`config.mk`:
```
export PLATFORM = sky130hd
export DESIGN_NAME = lsu_mem_ctrl
export DESIGN_NICKNAME = d
export VERILOG_FILES = /design/src/rtl/lsu_mem_ctrl.sv
export SDC_FILE = /design/constraint.sdc
export NUM_CORES = 1
export LEC_CHECK = 0
export BUFFER_PORTS_ARGS = -buffer_cell sky130_fd_sc_hd__buf_2
export CAP_MARGIN = 25
export CORE_MARGIN = 2
export CORE_UTILIZATION = 54
export CTS_BUF_LIST = sky130_fd_sc_hd__clkbuf_4
export DETAILED_ROUTE_END_ITERATION = 10
export GPL_ROUTABILITY_DRIVEN = 1
export PLACE_DENSITY = 0.92
export SLEW_MARGIN = 20
export SYNTH_ARGS = -nofsm -noshare
export SYNTH_HDL_FRONTEND = slang
export SYNTH_SLANG_ARGS = --single-unit
```
`constraint.sdc`:
```
create_clock -name clk -period 4.8 [get_ports clk]
set_input_delay 0 -clock clk [delete_from_list [all_inputs] [get_ports clk]]
set_output_delay 0 -clock clk [all_outputs]
set_load 0.02 [all_outputs]
```
`src/rtl/lsu_mem_ctrl.sv`:
```
// lsu_mem_ctrl: load/store front end for a single-port synchronous data RAM.
// Each access runs a fixed sequence: IDLE -> ISSUE -> (WAIT) -> RESP.
// Bad requests skip the RAM and go straight to RESP.
module lsu_mem_ctrl #(
    parameter int MEM_BYTES = 1024
) (
    input  logic        clk,
    input  logic        rst,
    input  logic        req_valid,
    output logic        req_ready,
    input  logic        req_we,
    input  logic [1:0]  req_size,
    input  logic        req_unsigned,
    input  logic [31:0] req_addr,
    input  logic [31:0] req_wdata,
    output logic        rsp_valid,
    output logic [31:0] rsp_rdata,
    output logic        rsp_err,
    output logic [31:0] mem_addr,
    output logic [31:0] mem_wdata,
    output logic        mem_we,
    output logic [3:0]  mem_be,
    input  logic [31:0] mem_rdata
);
    localparam logic [31:0] MEM_LIMIT = 32'(MEM_BYTES);
    localparam logic [1:0]  SZ_B = 2'b00;
    localparam logic [1:0]  SZ_H = 2'b01;
    localparam logic [1:0]  SZ_W = 2'b10;

    typedef enum logic [1:0] {IDLE, ISSUE, WAIT, RESP} state_t;

    state_t      state_q, state_d;
    logic        we_q, we_d;
    logic [1:0]  size_q, size_d;
    logic        uns_q, uns_d;
    logic [1:0]  off_q, off_d;
    logic [31:0] mem_addr_q, mem_addr_d;
    logic [31:0] mem_wdata_q, mem_wdata_d;
    logic        mem_we_q, mem_we_d;
    logic [3:0]  mem_be_q, mem_be_d;
    logic        rsp_valid_q, rsp_valid_d;
    logic [31:0] rsp_rdata_q, rsp_rdata_d;
    logic        rsp_err_q, rsp_err_d;

    logic        accept;
    logic        req_bad;
    logic [31:0] st_wdata;
    logic [3:0]  st_be;
    logic [15:0] ld_shift;
    logic [31:0] ld_data;

    assign req_ready = (state_q == IDLE);
    assign accept    = req_valid && req_ready;

    assign mem_addr  = mem_addr_q;
    assign mem_wdata = mem_wdata_q;
    assign mem_we    = mem_we_q;
    assign mem_be    = mem_be_q;
    assign rsp_valid = rsp_valid_q;
    assign rsp_rdata = rsp_rdata_q;
    assign rsp_err   = rsp_err_q;

    // Classify the incoming request: illegal size, misaligned, or beyond the RAM
    always_comb begin
        req_bad = 1'b0;
        case (req_size)
            SZ_B:    req_bad = 1'b0;
            SZ_H:    req_bad = req_addr[0];
            SZ_W:    req_bad = (req_addr[1:0] != 2'b00);
            default: req_bad = 1'b1;
        endcase
        if (req_addr >= MEM_LIMIT) req_bad = 1'b1;
    end

    // Replicate store data across lanes; byte enables select the target lanes
    always_comb begin
        st_wdata = req_wdata;
        st_be    = 4'b1111;
        case (req_size)
            SZ_B: begin
                st_wdata = {4{req_wdata[7:0]}};
                st_be    = 4'b0001 << req_addr[1:0];
            end
            SZ_H: begin
                st_wdata = {2{req_wdata[15:0]}};
                st_be    = 4'b0011 << req_addr[1:0];
            end
            default: begin
                st_wdata = req_wdata;
                st_be    = 4'b1111;
            end
        endcase
    end

    // Right-align the addressed lane of the RAM word and extend it
    always_comb begin
        ld_shift = 16'(mem_rdata >> {off_q, 3'b000});
        case (size_q)
            SZ_B:    ld_data = uns_q ? {24'h0, ld_shift[7:0]}
                                     : {{24{ld_shift[7]}}, ld_shift[7:0]};
            SZ_H:    ld_data = uns_q ? {16'h0, ld_shift}
                                     : {{16{ld_shift[15]}}, ld_shift};
            default: ld_data = mem_rdata;
        endcase
    end

    // Next-state and registered-output logic; mem_we/mem_be/rsp_valid default low
    always_comb begin
        state_d     = state_q;
        we_d        = we_q;
        size_d      = size_q;
        uns_d       = uns_q;
        off_d       = off_q;
        mem_addr_d  = mem_addr_q;
        mem_wdata_d = mem_wdata_q;
        mem_we_d    = 1'b0;
        mem_be_d    = 4'b0000;
        rsp_valid_d = 1'b0;
        rsp_rdata_d = rsp_rdata_q;
        rsp_err_d   = rsp_err_q;
        case (state_q)
            IDLE: begin
                if (accept) begin
                    we_d   = req_we;
                    size_d = req_size;
                    uns_d  = req_unsigned;
                    off_d  = req_addr[1:0];
                    if (req_bad) begin
                        state_d     = RESP;
                        rsp_valid_d = 1'b1;
                        rsp_rdata_d = 32'h0;
                        rsp_err_d   = 1'b1;
                    end else begin
                        state_d     = ISSUE;
                        mem_addr_d  = {req_addr[31:2], 2'b00};
                        mem_we_d    = req_we;
                        mem_be_d    = req_we ? st_be : 4'b0000;
                        mem_wdata_d = req_we ? st_wdata : 32'h0;
                    end
                end
            end
            ISSUE: begin
                if (we_q) begin
                    state_d     = RESP;
                    rsp_valid_d = 1'b1;
                    rsp_rdata_d = 32'h0;
                    rsp_err_d   = 1'b0;
                end else begin
                    state_d = WAIT;
                end
            end
            WAIT: begin
                state_d     = RESP;
                rsp_valid_d = 1'b1;
                rsp_rdata_d = ld_data;
                rsp_err_d   = 1'b0;
            end
            default: state_d = IDLE;
        endcase
    end

    // FSM state and all registered outputs; reset aborts any access in flight
    always_ff @(posedge clk or posedge rst) begin
        if (rst) begin
            state_q     <= IDLE;
            we_q        <= 1'b0;
            size_q      <= 2'b00;
            uns_q       <= 1'b0;
            off_q       <= 2'b00;
            mem_addr_q  <= 32'h0;
            mem_wdata_q <= 32'h0;
            mem_we_q    <= 1'b0;
            mem_be_q    <= 4'b0000;
            rsp_valid_q <= 1'b0;
            rsp_rdata_q <= 32'h0;
            rsp_err_q   <= 1'b0;
        end else begin
            state_q     <= state_d;
            we_q        <= we_d;
            size_q      <= size_d;
            uns_q       <= uns_d;
            off_q       <= off_d;
            mem_addr_q  <= mem_addr_d;
            mem_wdata_q <= mem_wdata_d;
            mem_we_q    <= mem_we_d;
            mem_be_q    <= mem_be_d;
            rsp_valid_q <= rsp_valid_d;
            rsp_rdata_q <= rsp_rdata_d;
            rsp_err_q   <= rsp_err_d;
        end
    end
endmodule

```
# Word-level counts from Yosys, hierarchy flattened
# Cells that the tools add are included.
[word_totals] reg_bits=109 latchBits=0 ramBits=0 rom_bits=0 input_bits=103 out_inout_bits=104 memories=0
[op_classes] n_addsub=0 mul=0 div_mod_pow=0 order_cmp=1 n_eq_ne=8 shifts=3 n_mux=31 bitwise_logic=1 n_reduce_logical=9
[op_table] cell="$mux 32" n=6
[op_table] cell="$pmux 32 s2" n=2
[op_table] cell="$pmux 32 s3" n=1
[op_table] cell="$ge 32x11->1 const B" n=1
[op_table] cell="$shr 32x5->16" n=1
[op_table] cell="$mux 4" n=4
[op_table] cell="$mux 1" n=11
[op_table] cell="$pmux 1 s3" n=3
[op_table] cell="$pmux 4 s2" n=1
[op_table] cell="$eq 2x1->1 const B" n=3
[op_table] cell="$logic_not 2->1" n=3
[op_table] cell="$pmux 2 s3" n=1
[op_table] cell="$eq 2x2->1 const B" n=2
[op_table] cell="$mux 2" n=2
[op_table] cell="$ne 2x1->1 const B" n=2
[op_table] cell="$reduce_and 4->1" n=1
[op_table] cell="$shl 1x2->4 const A" n=1
[op_table] cell="$shl 2x2->4 const A" n=1
[op_table] cell="$reduce_and 3->1" n=1
[op_table] cell="$reduce_bool 3->1" n=1
[op_table] cell="$ne 2x2->1 const B" n=1
[op_table] cell="$reduce_and 2->1" n=1
[op_table] cell="$reduce_bool 2->1" n=1
[op_table] cell="$logic_and 1x1->1" n=1
[op_table] cell="$not 1->1" n=1

# Logic depth before layout (Yosys ltp)
[depth] ltp_word=6 depth_mapped=9

# Least setup slack after synthesis
# OpenSTA, ideal clock, no wires.
[synth_path] path_type="reg-to-reg" start="reg state_q[0]" end="reg mem_addr_q[2] (netlist: mem_addr[2])" setup_time_ns=0.125 t_arrival_ns=1.921 required_ns=4.675 setup_slack_ns=2.754 path_stages_with_launch=8 path_buffers=2 synth_period_minus_slack_ns=2.046 cell_sequence="dfrtp_1 inv_1 ha_1 nand2_1 or3_1 buf_2 buf_6 mux2_4"
[synth_via] elab_chain_len=3
[synth_lines] item="from (decl)" line="32" text="state_t state_q, state_d;"
[synth_lines] item="from (signal assigned)" line="178" text="state_q <= state_d;"
[synth_lines] item="$logic_not 2->1 (*)" line="52" text="assign req_ready = (state_q == IDLE);"
[synth_lines] item="via req_ready" line="10" text="output logic req_ready,"
[synth_lines] item="$logic_and 1x1->1" line="53" text="assign accept = req_valid && req_ready;"
[synth_lines] item="$reduce_and 3->1 (no line) (*)"
[synth_lines] item="to (signal assigned)" line="183" text="mem_addr_q <= mem_addr_d;"
[synth_lines] item="to (decl)" line="37" text="logic [31:0] mem_addr_q, mem_addr_d;"
# Mark *: on every way through the listed nets, which the timed path passes. The rest lies on a longest branch.
# A chain may end at the register's enable or synchronous reset.

# Worst setup path after layout
[layout_path] start="reg off_q[1]" end="reg rsp_rdata_q[27] (netlist: rsp_rdata[27])"
[layout_via] elab_chain_len=4 elab_cells_between_ends=5
[layout_lines] item="from (decl)" line="36" text="logic [1:0] off_q, off_d;"
[layout_lines] item="from (signal assigned)" line="169" text="off_q <= 2'b00;"
[layout_lines] item="from (signal assigned)" line="182" text="off_q <= off_d;"
[layout_lines] item="$shr 32x5->16 (*)" line="97" text="ld_shift = 16'(mem_rdata >> {off_q, 3'b000});"
[layout_lines] item="$mux 32 (on tied branches)" line="101, 99"
[layout_lines] item="$pmux 32 s2 (*)" line="98" text="case (size_q)"
[layout_lines] item="$pmux 32 s3 (*)" line="121" text="case (state_q)"
[layout_lines] item="to (signal assigned)" line="188" text="rsp_rdata_q <= rsp_rdata_d;"
[layout_lines] item="to (decl)" line="42" text="logic [31:0] rsp_rdata_q, rsp_rdata_d;"
# Every way passes the cells marked *; elsewhere a longest branch is shown, timed or not.

==> reports/qor.csv <==
metric;value;unit
leakagePower;0.00375;µW
clock_path_buffers;2;
fmax;0.405;GHz
p_total;2760;µW
required;5.18;ns
ys_ff_latch;109;
slew-limit-headroom;32.2;%
die_w;101;µm
synth_edf_count;0;
grt_pass1_wl;26.9;mm
cts_buffers;9;
synth.distinct_cells;38;
yosysTopAreaCell;dfrtp_1;
ant_nets;0;
routabilityCongestion;0.921;
area_growth;42.3;%
cp_max_fo;16;
synth_area_leaders;dfrtp_1, o21ai_0, nand2_1;
dieArea;10100;µm²
ir_worst_vdd;0.238;mV
async_flop_share;100;%
pin_count;207;
drc;0;
min_period_over_period;51.4;%
vias;5135;
grtUsageTotal;34.8;%
antenna_found_initial;0;
final_nets;892;
synth_area;5040;µm²
postPlaceCellArea;6060;µm²
min-delay-path-class;input pin to register;
maxCapViolCount;0;
grt_max_degree;71;
final_util;78.4;%
setup_tns;0;ns
synth_top_area_share;54.1;%
final_common_cell;buf_2;
drt_wl_total;17.5;mm
hold_violations;0;
power_density;385;nW/µm²
layout-drive-gt1-share;31.1;%
antenna_cells;0;
die_h;101;µm
firstDrtPassIters;5;
grt_pass1_vias;5171;
holdCritStartpoint;mem_rdata[14];
cp-start-kind;register;
design_area;7180;µm²
layout_common_cells;buf_2, dfrtp_1, dlygate4sd3_1;
vias_per_cell;5.70;
design.core.area;9150;µm²
cts_tree;done;
drv_slew;0;
status;finished, final reports clean;
period_needed;2.47;ns
setup_viol;0;
post-dp-hpwl;10.4;mm
wl_per_cell;19.4;µm
finClkSkew;0.0277;ns
crit_path_start;off_q[1]$_DFFE_PP0P_;
multi_input_area;2120;µm²
seq_area;2730;µm²
postSynthCellCount;509;
htreeDepth;3;
rows;35;
yosys_warnings;0;
gr-total-overflow;0;
worstSetupPathType;register to register;
cts.sink_count;109;
synthFlopType;dfrtp_1;
worst_setup_path_end_kind;register;
io_buffers;204;
first_iter_violations;285;
postSynthAreaPerCell;9.91;µm²
start_util;55.1;%
synth-seq-area-share;54.1;%
cts_setup_buffers;0;
clkTransAtPathRegs;0.19;ns
arrival;2.85;ns
cts-root-buf;clkbuf_4;
fillerInstances;556;
rsz0062_at_grt;no;
reg2reg_from;off_q[1]$_DFFE_PP0P_;
cts.repair.resized;0;
worst_pin_slew;1.01;ns
clk_latency;0.48;ns
[stage by stage]
stage | hold WS, ns | std cells | setup WS [ns]
floorplan | 0.117 | 510 | 1.93
global placement | 0.0882 | 789 | 2.36
detailed placement | 0.0981 | 789 | 2.17
CTS | 0.00266 | 899 | 2.19
global route | 0.00901 | 901 | 2.17
finish | 0.0196 | 901 | 2.33
[cells in the mapped netlist (2+ instances only)]
cell	number
mux2i_1	33
o21ai_0	84
nor4_1	3
mux2_2	7
buf_2	11
o221ai_1	6
buf_4	4
inv_1	10
nand2_1	91
buf_1	2
dfrtp_1	109
o31ai_1	2
nand2b_1	3
clkbuf_1	20
mux2_4	8
nor4_2	3
ha_1	4
o21ai_1	2
and2_0	2
and2_1	22
a2bb2oi_1	8
nor2_1	24
o22ai_1	2
a21oi_1	34
nor2b_1	2
[cell type report]
class / count / area share [%]
repair buffers: 302 / 27.8
well taps: 111 / 1.94
inverters: 10 / 0.558
multi-input cells: 353 / 29.6
clock buffers: 9 / 0.942
clock inverters: 7 / 1.13
flip-flops and latches: 109 / 38.0
[worst paths after layout]
| check | end | slack [ns] | depth (start not counted) |
|---|---|---|---|
| worst max register to register | rsp_rdata[27]$_DFFE_PP0P_ | 2.33 | 5 |
| min in group asynchronous | rsp_err$_DFFE_PP0P_ | 0.16 | 3 |
| worst min-delay path | rsp_rdata[14]$_DFFE_PP0P_ | 0.02 | 5 |
| max in group asynchronous | mem_wdata[26]$_DFFE_PP0P_ | 3.42 | 4 |
| worst min register to register | rsp_rdata[29]$_DFFE_PP0P_ | 0.50 | 2 |
| worst max-delay path | rsp_rdata[27]$_DFFE_PP0P_ | 2.33 | 5 |
[sequential cells by signal (all words and copies together) (netlist names)]
| name | flops |
|---|---|
| mem_wdata | 32 |
| rsp_rdata | 32 |
| mem_addr | 30 |
| mem_be | 4 |
| off_q | 2 |
| size_q | 2 |
| state_q | 2 |
| mem_we | 1 |
| rsp_err | 1 |
| rsp_valid | 1 |
| uns_q | 1 |
| we_q | 1 |
[metal layers]
| metal | vias to the layer above | wire length [µm] | global-route usage (%) |
|---|---|---|---|
| li1 | 2294 | - | - |
| met1 | 2404 | 6400 | 43.4 |
| met2 | 374 | 8690 | 58.2 |
| met3 | 63 | 1730 | 7.98 |
| met4 | 0 | 706 | 15.3 |
| met5 | - | 0 | 0 |
[critical path, stage by stage, from the launching register on]
cell      delay, ns
dfrtp_1        0.82
mux2i_1        0.23
mux2_2         0.35
a211oi_4       0.65
a21oi_1        0.10
o21ai_0        0.22
[report_power, final]
part / internal, µW / switching, µW
Clock: 130 / 356
Sequential: 1040 / 141
Combinational: 422 / 674
Total: 1590 / 1170
[cells by family after synthesis]
kind of cell    Yosys count  share of synthesized area, %
simple gates            154                          13.8
compound gates          145                          16.3
flops                   109                          54.1
buf+inv                  48                          4.29
mux                      48                          10.5
fa+ha+maj                 4                         0.992
other cells               1                        0.0744
[repair_timing]
item                                    in CTS  in global routing
hold buffers                                94                  1
hold endpoints to repair                   123                  1
endpoints found under the setup margin       0                  0
Note: power is estimated with default switching activity, not from simulation.
